`src/rtl/dcfifo_pkg.sv`:
```
// rtl/dcfifo_pkg.sv - constants and helpers shared by the read- and write-side FIFO controllers.
package dcfifo_pkg;

  localparam int ADDR_W_DEFAULT      = 6;
  localparam int SYNC_STAGES_DEFAULT = 2;
  localparam int GRAY_MAX_W          = 32;

  // Pointers carry one extra MSB so that full and empty are distinguishable.
  function automatic int ptr_w(input int addr_w);
    return addr_w + 1;
  endfunction

  function automatic logic [GRAY_MAX_W-1:0] bin2gray(input logic [GRAY_MAX_W-1:0] b);
    return b ^ (b >> 1);
  endfunction

endpackage

```
`src/rtl/dcfifo_rd_ctrl_if.sv`:
```
// rtl/dcfifo_rd_ctrl_if.sv - read-side FIFO control bundle; slave is the controller, master its user.
interface dcfifo_rd_ctrl_if
  import dcfifo_pkg::*;
#(
  parameter int ADDR_W = ADDR_W_DEFAULT
);

  localparam int PTR_W = ptr_w(ADDR_W);

  logic [PTR_W-1:0]  wrptr_gray;
  logic              rdreq;
  logic [ADDR_W-1:0] rdaddr;
  logic              rdvalid;
  logic [PTR_W-1:0]  rdptr_gray;
  logic              rdempty;
  logic [PTR_W-1:0]  rdusedw;
  logic              rdunderflow;

  modport master (
    output wrptr_gray, rdreq,
    input  rdaddr, rdvalid, rdptr_gray, rdempty, rdusedw, rdunderflow
  );

  modport slave (
    input  wrptr_gray, rdreq,
    output rdaddr, rdvalid, rdptr_gray, rdempty, rdusedw, rdunderflow
  );

endinterface

```
`src/rtl/gray_dec_1p.sv`:
```
// rtl/gray_dec_1p.sv - Gray-to-binary decoder with one output register stage.
module gray_dec_1p #(
  parameter int WIDTH = 7
) (
  input  logic             clock,
  input  logic             aclr,
  input  logic [WIDTH-1:0] gray_in,
  output logic [WIDTH-1:0] bin_q
);

  logic [WIDTH-1:0] bin_d;

  // Each binary bit is the XOR of all Gray bits at or above it.
  always_comb begin
    bin_d = '0;
    for (int i = 0; i < WIDTH; i++) begin
      bin_d[i] = ^(gray_in >> i);
    end
  end

  always_ff @(posedge clock or posedge aclr) begin
    if (aclr) begin
      bin_q <= '0;
    end else begin
      bin_q <= bin_d;
    end
  end

endmodule

```
`src/rtl/dcfifo_rd_ctrl.sv`:
```
// rtl/dcfifo_rd_ctrl.sv - dual-clock FIFO read-side pointer/status controller (read clock domain).
// Optional sticky underflow flag enabled by defining DCFIFO_RD_UNDERFLOW_EN.
module dcfifo_rd_ctrl
  import dcfifo_pkg::*;
#(
  parameter int ADDR_W      = ADDR_W_DEFAULT,
  parameter int SYNC_STAGES = SYNC_STAGES_DEFAULT
) (
  input  logic           clock,
  input  logic           aclr,
  dcfifo_rd_ctrl_if.slave bus
);

  localparam int PTR_W = ptr_w(ADDR_W);

  logic [PTR_W-1:0] sync_q [SYNC_STAGES];
  logic [PTR_W-1:0] sync_d [SYNC_STAGES];
  logic [PTR_W-1:0] wbin;

  logic [PTR_W-1:0] rdptr_bin_q,  rdptr_bin_d;
  logic [PTR_W-1:0] rdptr_gray_q, rdptr_gray_d;
  logic [PTR_W-1:0] rdusedw_q,    rdusedw_d;
  logic             rdempty_q,    rdempty_d;
  logic             rdvalid_q,    rdvalid_d;
  logic             accept;
  logic [PTR_W-1:0] rdptr_next;

  always_comb begin
    sync_d[0] = bus.wrptr_gray;
    for (int i = 1; i < SYNC_STAGES; i++) begin
      sync_d[i] = sync_q[i-1];
    end
  end

  always_ff @(posedge clock or posedge aclr) begin
    if (aclr) begin
      for (int i = 0; i < SYNC_STAGES; i++) begin
        sync_q[i] <= '0;
      end
    end else begin
      sync_q <= sync_d;
    end
  end

  gray_dec_1p #(
    .WIDTH (PTR_W)
  ) u_gray_dec (
    .clock   (clock),
    .aclr    (aclr),
    .gray_in (sync_q[SYNC_STAGES-1]),
    .bin_q   (wbin)
  );

  // Status looks at the post-accept pointer so the last read raises empty on its own edge.
  always_comb begin
    accept       = bus.rdreq & ~rdempty_q;
    rdptr_next   = rdptr_bin_q + PTR_W'(accept);
    rdptr_bin_d  = rdptr_next;
    rdptr_gray_d = PTR_W'(bin2gray(GRAY_MAX_W'(rdptr_next)));
    rdvalid_d    = accept;
    rdempty_d    = (wbin == rdptr_next);
    rdusedw_d    = wbin - rdptr_next;
  end

  always_ff @(posedge clock or posedge aclr) begin
    if (aclr) begin
      rdptr_bin_q  <= '0;
      rdptr_gray_q <= '0;
      rdusedw_q    <= '0;
      rdempty_q    <= 1'b1;
      rdvalid_q    <= 1'b0;
    end else begin
      rdptr_bin_q  <= rdptr_bin_d;
      rdptr_gray_q <= rdptr_gray_d;
      rdusedw_q    <= rdusedw_d;
      rdempty_q    <= rdempty_d;
      rdvalid_q    <= rdvalid_d;
    end
  end

`ifdef DCFIFO_RD_UNDERFLOW_EN
  logic rdunderflow_q, rdunderflow_d;

  always_comb begin
    rdunderflow_d = rdunderflow_q | (bus.rdreq & rdempty_q);
  end

  always_ff @(posedge clock or posedge aclr) begin
    if (aclr) begin
      rdunderflow_q <= 1'b0;
    end else begin
      rdunderflow_q <= rdunderflow_d;
    end
  end

  assign bus.rdunderflow = rdunderflow_q;
`else
  assign bus.rdunderflow = 1'b0;
`endif

  assign bus.rdaddr     = rdptr_bin_q[ADDR_W-1:0];
  assign bus.rdvalid    = rdvalid_q;
  assign bus.rdptr_gray = rdptr_gray_q;
  assign bus.rdempty    = rdempty_q;
  assign bus.rdusedw    = rdusedw_q;

endmodule

```
`src/flat_wrapper.sv`:
```
// flat-port wrapper written by rule: the top's interface ports become plain ports
module dcfifo_rd_ctrl_flat import dcfifo_pkg::*;
#(
  parameter int ADDR_W      = ADDR_W_DEFAULT,
  parameter int SYNC_STAGES = SYNC_STAGES_DEFAULT
)
  (clock, aclr, bus_wrptr_gray, bus_rdreq, bus_rdaddr, bus_rdvalid, bus_rdptr_gray, bus_rdempty, bus_rdusedw, bus_rdunderflow);
  dcfifo_rd_ctrl_if #(.ADDR_W(ADDR_W)) bus_i ();
  input  logic clock;
  input  logic aclr;
  input wire logic [$bits(bus_i.wrptr_gray)-1:0] bus_wrptr_gray;
  input wire logic [$bits(bus_i.rdreq)-1:0] bus_rdreq;
  output wire logic [$bits(bus_i.rdaddr)-1:0] bus_rdaddr;
  output wire logic [$bits(bus_i.rdvalid)-1:0] bus_rdvalid;
  output wire logic [$bits(bus_i.rdptr_gray)-1:0] bus_rdptr_gray;
  output wire logic [$bits(bus_i.rdempty)-1:0] bus_rdempty;
  output wire logic [$bits(bus_i.rdusedw)-1:0] bus_rdusedw;
  output wire logic [$bits(bus_i.rdunderflow)-1:0] bus_rdunderflow;
  assign bus_i.wrptr_gray = bus_wrptr_gray;
  assign bus_i.rdreq = bus_rdreq;
  assign bus_rdaddr = bus_i.rdaddr;
  assign bus_rdvalid = bus_i.rdvalid;
  assign bus_rdptr_gray = bus_i.rdptr_gray;
  assign bus_rdempty = bus_i.rdempty;
  assign bus_rdusedw = bus_i.rdusedw;
  assign bus_rdunderflow = bus_i.rdunderflow;
  dcfifo_rd_ctrl #(.ADDR_W(ADDR_W), .SYNC_STAGES(SYNC_STAGES)) u_core (.clock(clock), .aclr(aclr), .bus(bus_i));
endmodule
```
`config.mk`:
```
export PLATFORM = sky130hd
export DESIGN_NAME = dcfifo_rd_ctrl_flat
export DESIGN_NICKNAME = d
export VERILOG_FILES = /design/src/rtl/dcfifo_pkg.sv /design/src/rtl/dcfifo_rd_ctrl_if.sv /design/src/rtl/gray_dec_1p.sv /design/src/rtl/dcfifo_rd_ctrl.sv /design/src/flat_wrapper.sv
export SDC_FILE = /design/constraint.sdc
export NUM_CORES = 1
export LEC_CHECK = 0
export ABC_AREA = 1
export ABC_CLOCK_PERIOD_IN_PS = 5000
export CAP_MARGIN = 15
export CORE_UTILIZATION = 49
export CTS_CLUSTER_SIZE = 10
export DETAILED_ROUTE_END_ITERATION = 10
export GPL_ROUTABILITY_DRIVEN = 0
export GPL_TIMING_DRIVEN = 1
export PLACE_DENSITY_LB_ADDON = 0.05
export SLEW_MARGIN = 25
export SYNTH_ARGS = -nofsm -noshare
export SYNTH_HDL_FRONTEND = slang
export SYNTH_SLANG_ARGS = --single-unit
```
`constraint.sdc`:
```
create_clock -name clock -period 5 [get_ports clock]
set_input_delay 0.75 -clock clock [delete_from_list [all_inputs] [get_ports clock]]
set_output_delay 0.75 -clock clock [all_outputs]
set_load 0.02 [all_outputs]
```
==> flow_summary_export.csv, run 1 <==
group,metric,value,unit
synthesis,yosysWarnings,0,
clock_network,tritoncts,"built",
final_layout,antennaDiodeCount,0,
synthesis,synth_seq_cells,43,
synthesis,ys_types,19,
drt,drc,0,
worst_setup_path,cp_data_required_time,5.29,ns
timing,clock_skew,0.0106,ns
synthesis,syn_area_per_cell,11.0,µm²
die,dieArea,0.00381,mm²
worst_setup_path,arrival,3.06,ns
clock_network,post_cts.repair.setup_buffers,0,
drt,routed_via_density,4.64,
final_layout,regArea,0.00108,mm²
die,die_h,61.7,µm
clock_network,ctsResizeCount,0,
final_layout,multi_input_area,559,µm²
clock_network,clock_path_buffers,2,
clock_network,clkSinkCount,43,
global_route,grt_use_total,0.163,
timing,finalSetupTns,0,ns
final_layout,final_util,0.647,
timing,rsz0062_at_grt,"no",
power,power.density,630,mW/mm²
clock_network,root_buffer,"clkbuf_4",
worst_setup_path,r2r_cells,13,
die,die_w,61.7,µm
timing,setup_viol,0,
drt,final_antenna_net_count,0,
drt,routed_wl,2460,µm
drt,drtIter0Drc,11,
worst_setup_path,reg2reg_to,"u_core.bus.rdusedw[5]",
power,power_leakage,1.08,nW
timing,hold_violations,0,
placed_design,io_buffers,31,
final_layout,drive_gt1_frac,0.0609,
clock_network,htreeDepth,2,
timing,max_freq,361,MHz
synthesis,syn_area,0.00175,mm²
drt,dr.pass1.iters,4,
worst_setup_path,crit_type,"input port to flip-flop",
final_layout,nets,212,
clock_network,cts_hold_buf,0,
synthesis,syn-num-nets,175,
global_route,grt_max_degree,44,
worst_setup_path,critical_path_peak_fanout,4,
global_route,overflow,0,
job,drv_cap,0,
global_route,grt_antenna_before_repair,0,
power,ir_drop,0.231,mV
drt,num_vias,1128,
die,num_rows,21,
worst_hold_path,hold_path_class,"flip-flop to flip-flop",
final_layout,fin_area,0.00219,mm²
worst_hold_path,hold_path_depth,0,
worst_setup_path,critPathLaunchType,"input port",
outcome,outcome,"completed",
timing,period_share,0.554,
worst_hold_path,min_from,"u_core.sync_d[1]",
synthesis,ys_seq_area_frac,0.616,
clock_network,cts_buffers,5,
timing,maxSlewViolCount,0,
worst_setup_path,r2r_start,"u_core.bus.rdempty",
worst_hold_path,min_to,"u_core.sync_q[1]",
power,power,1.38,mW
worst_setup_path,ff2ff_setup_slack,2.65,ns
placed_design,dp_hpwl,1910,µm
synthesis,synthCells,159,
clock_network,clk_pin_slew_worst_paths,0.12,ns
timing,period_minus_slack,2.77,ns
final_layout,areaGrowthSynthToFinish,25.3,%
die,ios,33,
worst_setup_path,cp-end-kind,"flip-flop",
global_route,grt_pass1_wl,4240,µm
final_layout,nFillCells,263,
global_route,grt_pass1_vias,1042,
die,core_region_area,0.00339,mm²
placed_design,place_area,0.00211,mm²
drt,wl_per_cell,10.1,µm
clock_network,clk_latency,0.35,ns
die,initial_core_util,0.516,
cells in the final DEF, fill, tap and decap left out, types with 4 or more instances in the layout:
| master | instances |
|---|---|
| nand4_1 | 4 |
| xor2_1 | 12 |
| dfrtp_1 | 42 |
| nand2_1 | 32 |
| nand3_1 | 16 |
| ha_1 | 5 |
| xnor2_1 | 8 |
| clkbuf_4 | 5 |
| nor2_1 | 5 |
| inv_1 | 25 |
| clkdlybuf4s50_1 | 31 |
registers in the layout, indices dropped and copies added (netlist names):
name / flops
u_core.bus.rdusedw: 7
u_core.rdptr_bin_q: 7
u_core.sync_d: 7
u_core.sync_q: 7
u_core.u_gray_dec.bin_q: 7
u_core.bus.rdptr_gray: 6
u_core.bus.rdempty: 1
u_core.bus.rdvalid: 1
cell type report:
cell class	count	share of cell area
clock buffers	6	0.0234
inverters	25	0.0428
repair buffers	32	0.145
multi-input cells	89	0.255
clock inverters	2	0.0160
well taps	46	0.0263
flip-flops and latches	43	0.491
critical path, cell delays in order:
cell             delay (ns)
clkdlybuf4s50_1        0.46
inv_1                  0.04
nor2_1                 0.12
ha_1                   0.25
nand4_1                0.14
or2_4                  0.28
xnor2_4                0.18
inv_1                  0.07
ha_1                   0.29
inv_1                  0.07
nor2_1                 0.13
nand3_1                0.11
nand2_1                0.08
nand2_1                0.05
nand2_1                0.05
stage by stage:
stage               worst slack [ns]  hold WS, ns  std cells
floorplan                       2.53        0.331        159
global placement                1.96        0.334        235
detailed placement              1.86        0.336        235
CTS                             2.24        0.365        243
global route                    2.03        0.373        243
finish                          2.23        0.362        243
synth_stat cells:
cell type  count  share of area
buf_4          1         0.0043
buf_6          1         0.0064
conb_1         1         0.0021
dfrtp_1       42           0.60
dfstp_2        1          0.015
fa_1           1          0.011
ha_1           5          0.036
inv_1         25          0.054
nand2_1       32          0.069
nand3_1       16          0.046
nand4_1        4          0.014
nor2_1         5          0.011
nor3_1         1         0.0029
o21ai_0        1         0.0029
o21bai_1       1         0.0043
or2_4          1         0.0050
xnor2_1        8          0.040
xnor2_4        1          0.016
xor2_1        12          0.060
worst max path at each step:
stage | from | slack, ns | to
global route | bus_rdreq | 2.03 | u_core.bus.rdempty
finish | bus_rdreq | 2.23 | u_core.bus.rdusedw[6]
detailed placement | bus_rdreq | 1.86 | u_core.bus.rdusedw[6]
floorplan | bus_rdreq | 2.53 | u_core.bus.rdusedw[6]
CTS | bus_rdreq | 2.24 | u_core.bus.rdusedw[6]
global placement | bus_rdreq | 1.96 | u_core.bus.rdusedw[6]
kinds of logic after synthesis:
family | after synthesis | synth area share
and+or+nand+nor | 59 | 0.147
AOI/OAI and AO/OA | 2 | 0.00715
xor gates and xnor gates | 21 | 0.116
buffers and inverters | 27 | 0.0644
adders and majority gates | 6 | 0.0472
DFF | 43 | 0.616
other | 1 | 0.00214
routing by layer:
layer  part of all wire  GRT usage  routed length (µm)  up-vias
li1                   -          -                   -      558
met1               0.43      0.176                1060      524
met2               0.48      0.275                1180       36
met3              0.048     0.0435                 118       10
met4              0.038      0.117                  93        0
met5                  0          0                   0        -
where the power goes:
group	switching (mW)	leakage, nW	internal (mW)
registers	0.0601	0.499	0.452
clock network	0.104	0.0482	0.118
logic	0.361	0.532	0.285
total	0.525	1.08	0.855
Power figures use the tool's default switching activity.
==> inputs of run 2 (changes only) <==
Settings changed: ABC_CLOCK_PERIOD_IN_PS 5000 to 2800.
Clock period 5 ns to 2.8 ns, I/O delays scaled along.
==> results of run 2 <==
Same layout as run 1 (identical final DEF). Status: completed.
Among the figures that moved: setup slack after placement 1.86 ns -> -0.00691 ns; setup slack after layout 2.23 ns -> 0.361 ns; register-to-register setup slack 2.65 ns -> 0.45 ns; total power 1.38 mW -> 2.46 mW; worst IR drop on VDD 0.231 mV -> 0.413 mV
==> inputs of run 3 (changes only) <==
Settings changed: CORE_ASPECT_RATIO from default to 0.6.
==> run 3 against run 2 <==
Via count is 0.53% lower. Clock power is 18% higher. Sequential power is 0.7% higher. Worst hold slack worse by 0.0079 ns. Power is 3.9% higher. Critical path type unchanged. Highest routed layer unchanged.
==> flow_summary_export.csv, run 3 (synthesis gave the netlist of run 1 again) <==
group,metric,value,unit
die,die_w,79.1,µm
global_route,grt_use_total,0.158,
final_layout,nets,212,
power,power_switching,979,µW
global_route,grt_pass1_vias,1039,
placed_design,dp_hpwl,2090,µm
clock_network,clk_latency,0.29,ns
drt,routed_via_density,4.64,
final_layout,layout_common_cells,"dfrtp_1 (42), nand2_1 (32), clkdlybuf4s50_1 (31), inv_1 (25), nand3_1 (16)",
power,internal-power,1.58,mW
timing,setup_viol,0,
timing,period_share,0.920,
worst_setup_path,cpPeakStageDelay,0.46,ns
clock_network,clk_pin_slew_worst_paths,0.08,ns
die,num_rows,16,
worst_setup_path,cp_data_required_time,2.98,ns
power,p_comb_frac,0.459,
power,power,2.56,mW
power,seqPwrFrac,0.359,
drt,wl_per_cell,11.1,µm
drt,dr.pass1.iters,4,
power,power.density,1160,mW/mm²
power,power_leakage,1.09,nW
clock_network,ctsResizeCount,0,
worst_setup_path,arrival,2.76,ns
global_route,overflow,0,
outcome,outcome,"completed",
job,drv_cap,0,
worst_setup_path,cp_cell_sequence,"clkdlybuf4s50_1 > inv_1 > nor2_1 > ha_1 > nand4_1 > or2_4 > xnor2_4 > inv_1 > ha_1 > inv_1 > nor2_1 > nand3_1 > nand3_1 > nand2_1",
clock_network,cts_buffers,5,
die,die_h,48.3,µm
timing,holdWs,0.354,ns
global_route,grt_antenna_before_repair,0,
worst_setup_path,cp-end-kind,"flip-flop",
drt,drc,0,
global_route,grt_max_degree,44,
placed_design,place_area,0.00210,mm²
drt,final_antenna_net_count,0,
final_layout,areaGrowthSynthToFinish,26.8,%
clock_network,htreeDepth,2,
global_route,grt_pass1_wl,4310,µm
placed_design,io_buffers,31,
timing,max_freq,388,MHz
worst_setup_path,path_delay_family,"simple AND/OR/NAND/NOR gates",
timing,worst_slew_pin_slew,0.509,ns
worst_setup_path,crit_type,"input port to flip-flop",
timing,maxSlewViolCount,0,
timing,clock_skew,0.00464,ns
final_layout,final_common_cell,"dfrtp_1",
global_route,grt_use_met3,0.0523,
clock_network,post_cts.repair.setup_buffers,0,
worst_setup_path,slowest_stage,"clkdlybuf4s50_1",
timing,finalSetupTns,0,ns
global_route,grt_util_met2,0.271,
final_layout,fin_area,0.00222,mm²
die,dieArea,0.00382,mm²
worst_setup_path,critical_path_peak_fanout,4,
timing,hold_violations,0,
drt,num_vias,1122,
clock_network,cts_hold_buf,0,
die,ios,33,
power,ir_drop,0.510,mV
timing,period_minus_slack,2.58,ns
global_route,met1_usage,0.191,
final_layout,antennaDiodeCount,0,
worst_setup_path,critPathLaunchType,"input port",
clock_network,clock_path_buffers,2,
power,switching_share,0.382,
clock_network,tritoncts,"built",
clock_network,clkSinkCount,43,
worst_hold_path,hold_path_class,"flip-flop to flip-flop",
drt,drtIter0Drc,39,
global_route,busiest_layer,"met2",
drt,routed_wl,2700,µm
die,initial_core_util,0.526,
worst_setup_path,cp_common_cell,"inv_1",
power,clock_power_share,0.182,
clock_network,root_buffer,"clkbuf_8",
die,core_region_area,0.00332,mm²
timing,maxSlewHeadroom,0.661,
worst_setup_path,critPathBufInv,4,
final_layout,drive_gt1_frac,0.0609,
timing,rsz0062_at_grt,"no",
==> run 3: power groups by stage <==
stage	Combinational [mW]	Clock, mW	Sequential (mW)
3_3_place_gp	1.15	0	0.921
4_1_cts	1.18	0.481	0.922
6_report	1.17	0.467	0.920
2_1_floorplan	0.591	0	1.09
3_5_place_dp	1.18	0	0.935
5_1_grt	1.29	0.511	0.946
==> run 3: cell type report <==
type,count,area [µm²]
clock buffer,5,68.8
tap,45,56.3
fill,264,1110
inverter,25,93.8
sequential,43,1080
timing repair buffer,32,318
clock inverter,3,43.8
multi-input combinational,89,559
==> run 3: metal layers <==
| metal | wire length, µm | up-vias |
|---|---|---|
| li1 | - | 562 |
| met1 | 1260 | 511 |
| met2 | 1220 | 41 |
| met3 | 171 | 8 |
| met4 | 48 | 0 |
| met5 | 0 | - |
==> run 3: path summary, 6_finish.rpt <==
kind | startpoint | slack, ns | end | cells after the start
setup reg to reg | u_core.bus.rdempty | 0.44 | u_core.bus.rdusedw[5] | 13
hold / removal | u_core.sync_d[6] | 0.35 | u_core.sync_q[6] | 0
setup / recovery | bus_rdreq | 0.22 | u_core.bus.rdusedw[6] | 14
max in group asynchronous | aclr | 1.86 | u_core.bus.rdempty | 3
min in group asynchronous | aclr | 0.56 | u_core.sync_q[1] | 3
hold reg to reg | u_core.sync_d[6] | 0.35 | u_core.sync_q[6] | 0
==> run 3: stage by stage <==
stage	util	worst slack (ns)	cells
after floorplan	-	0.576	159
after global placement	0.633	0.0689	234
after detailed placement	0.633	-0.0749	234
after CTS	0.667	0.227	242
after global routing	0.667	0.0712	242
final	0.667	0.223	242
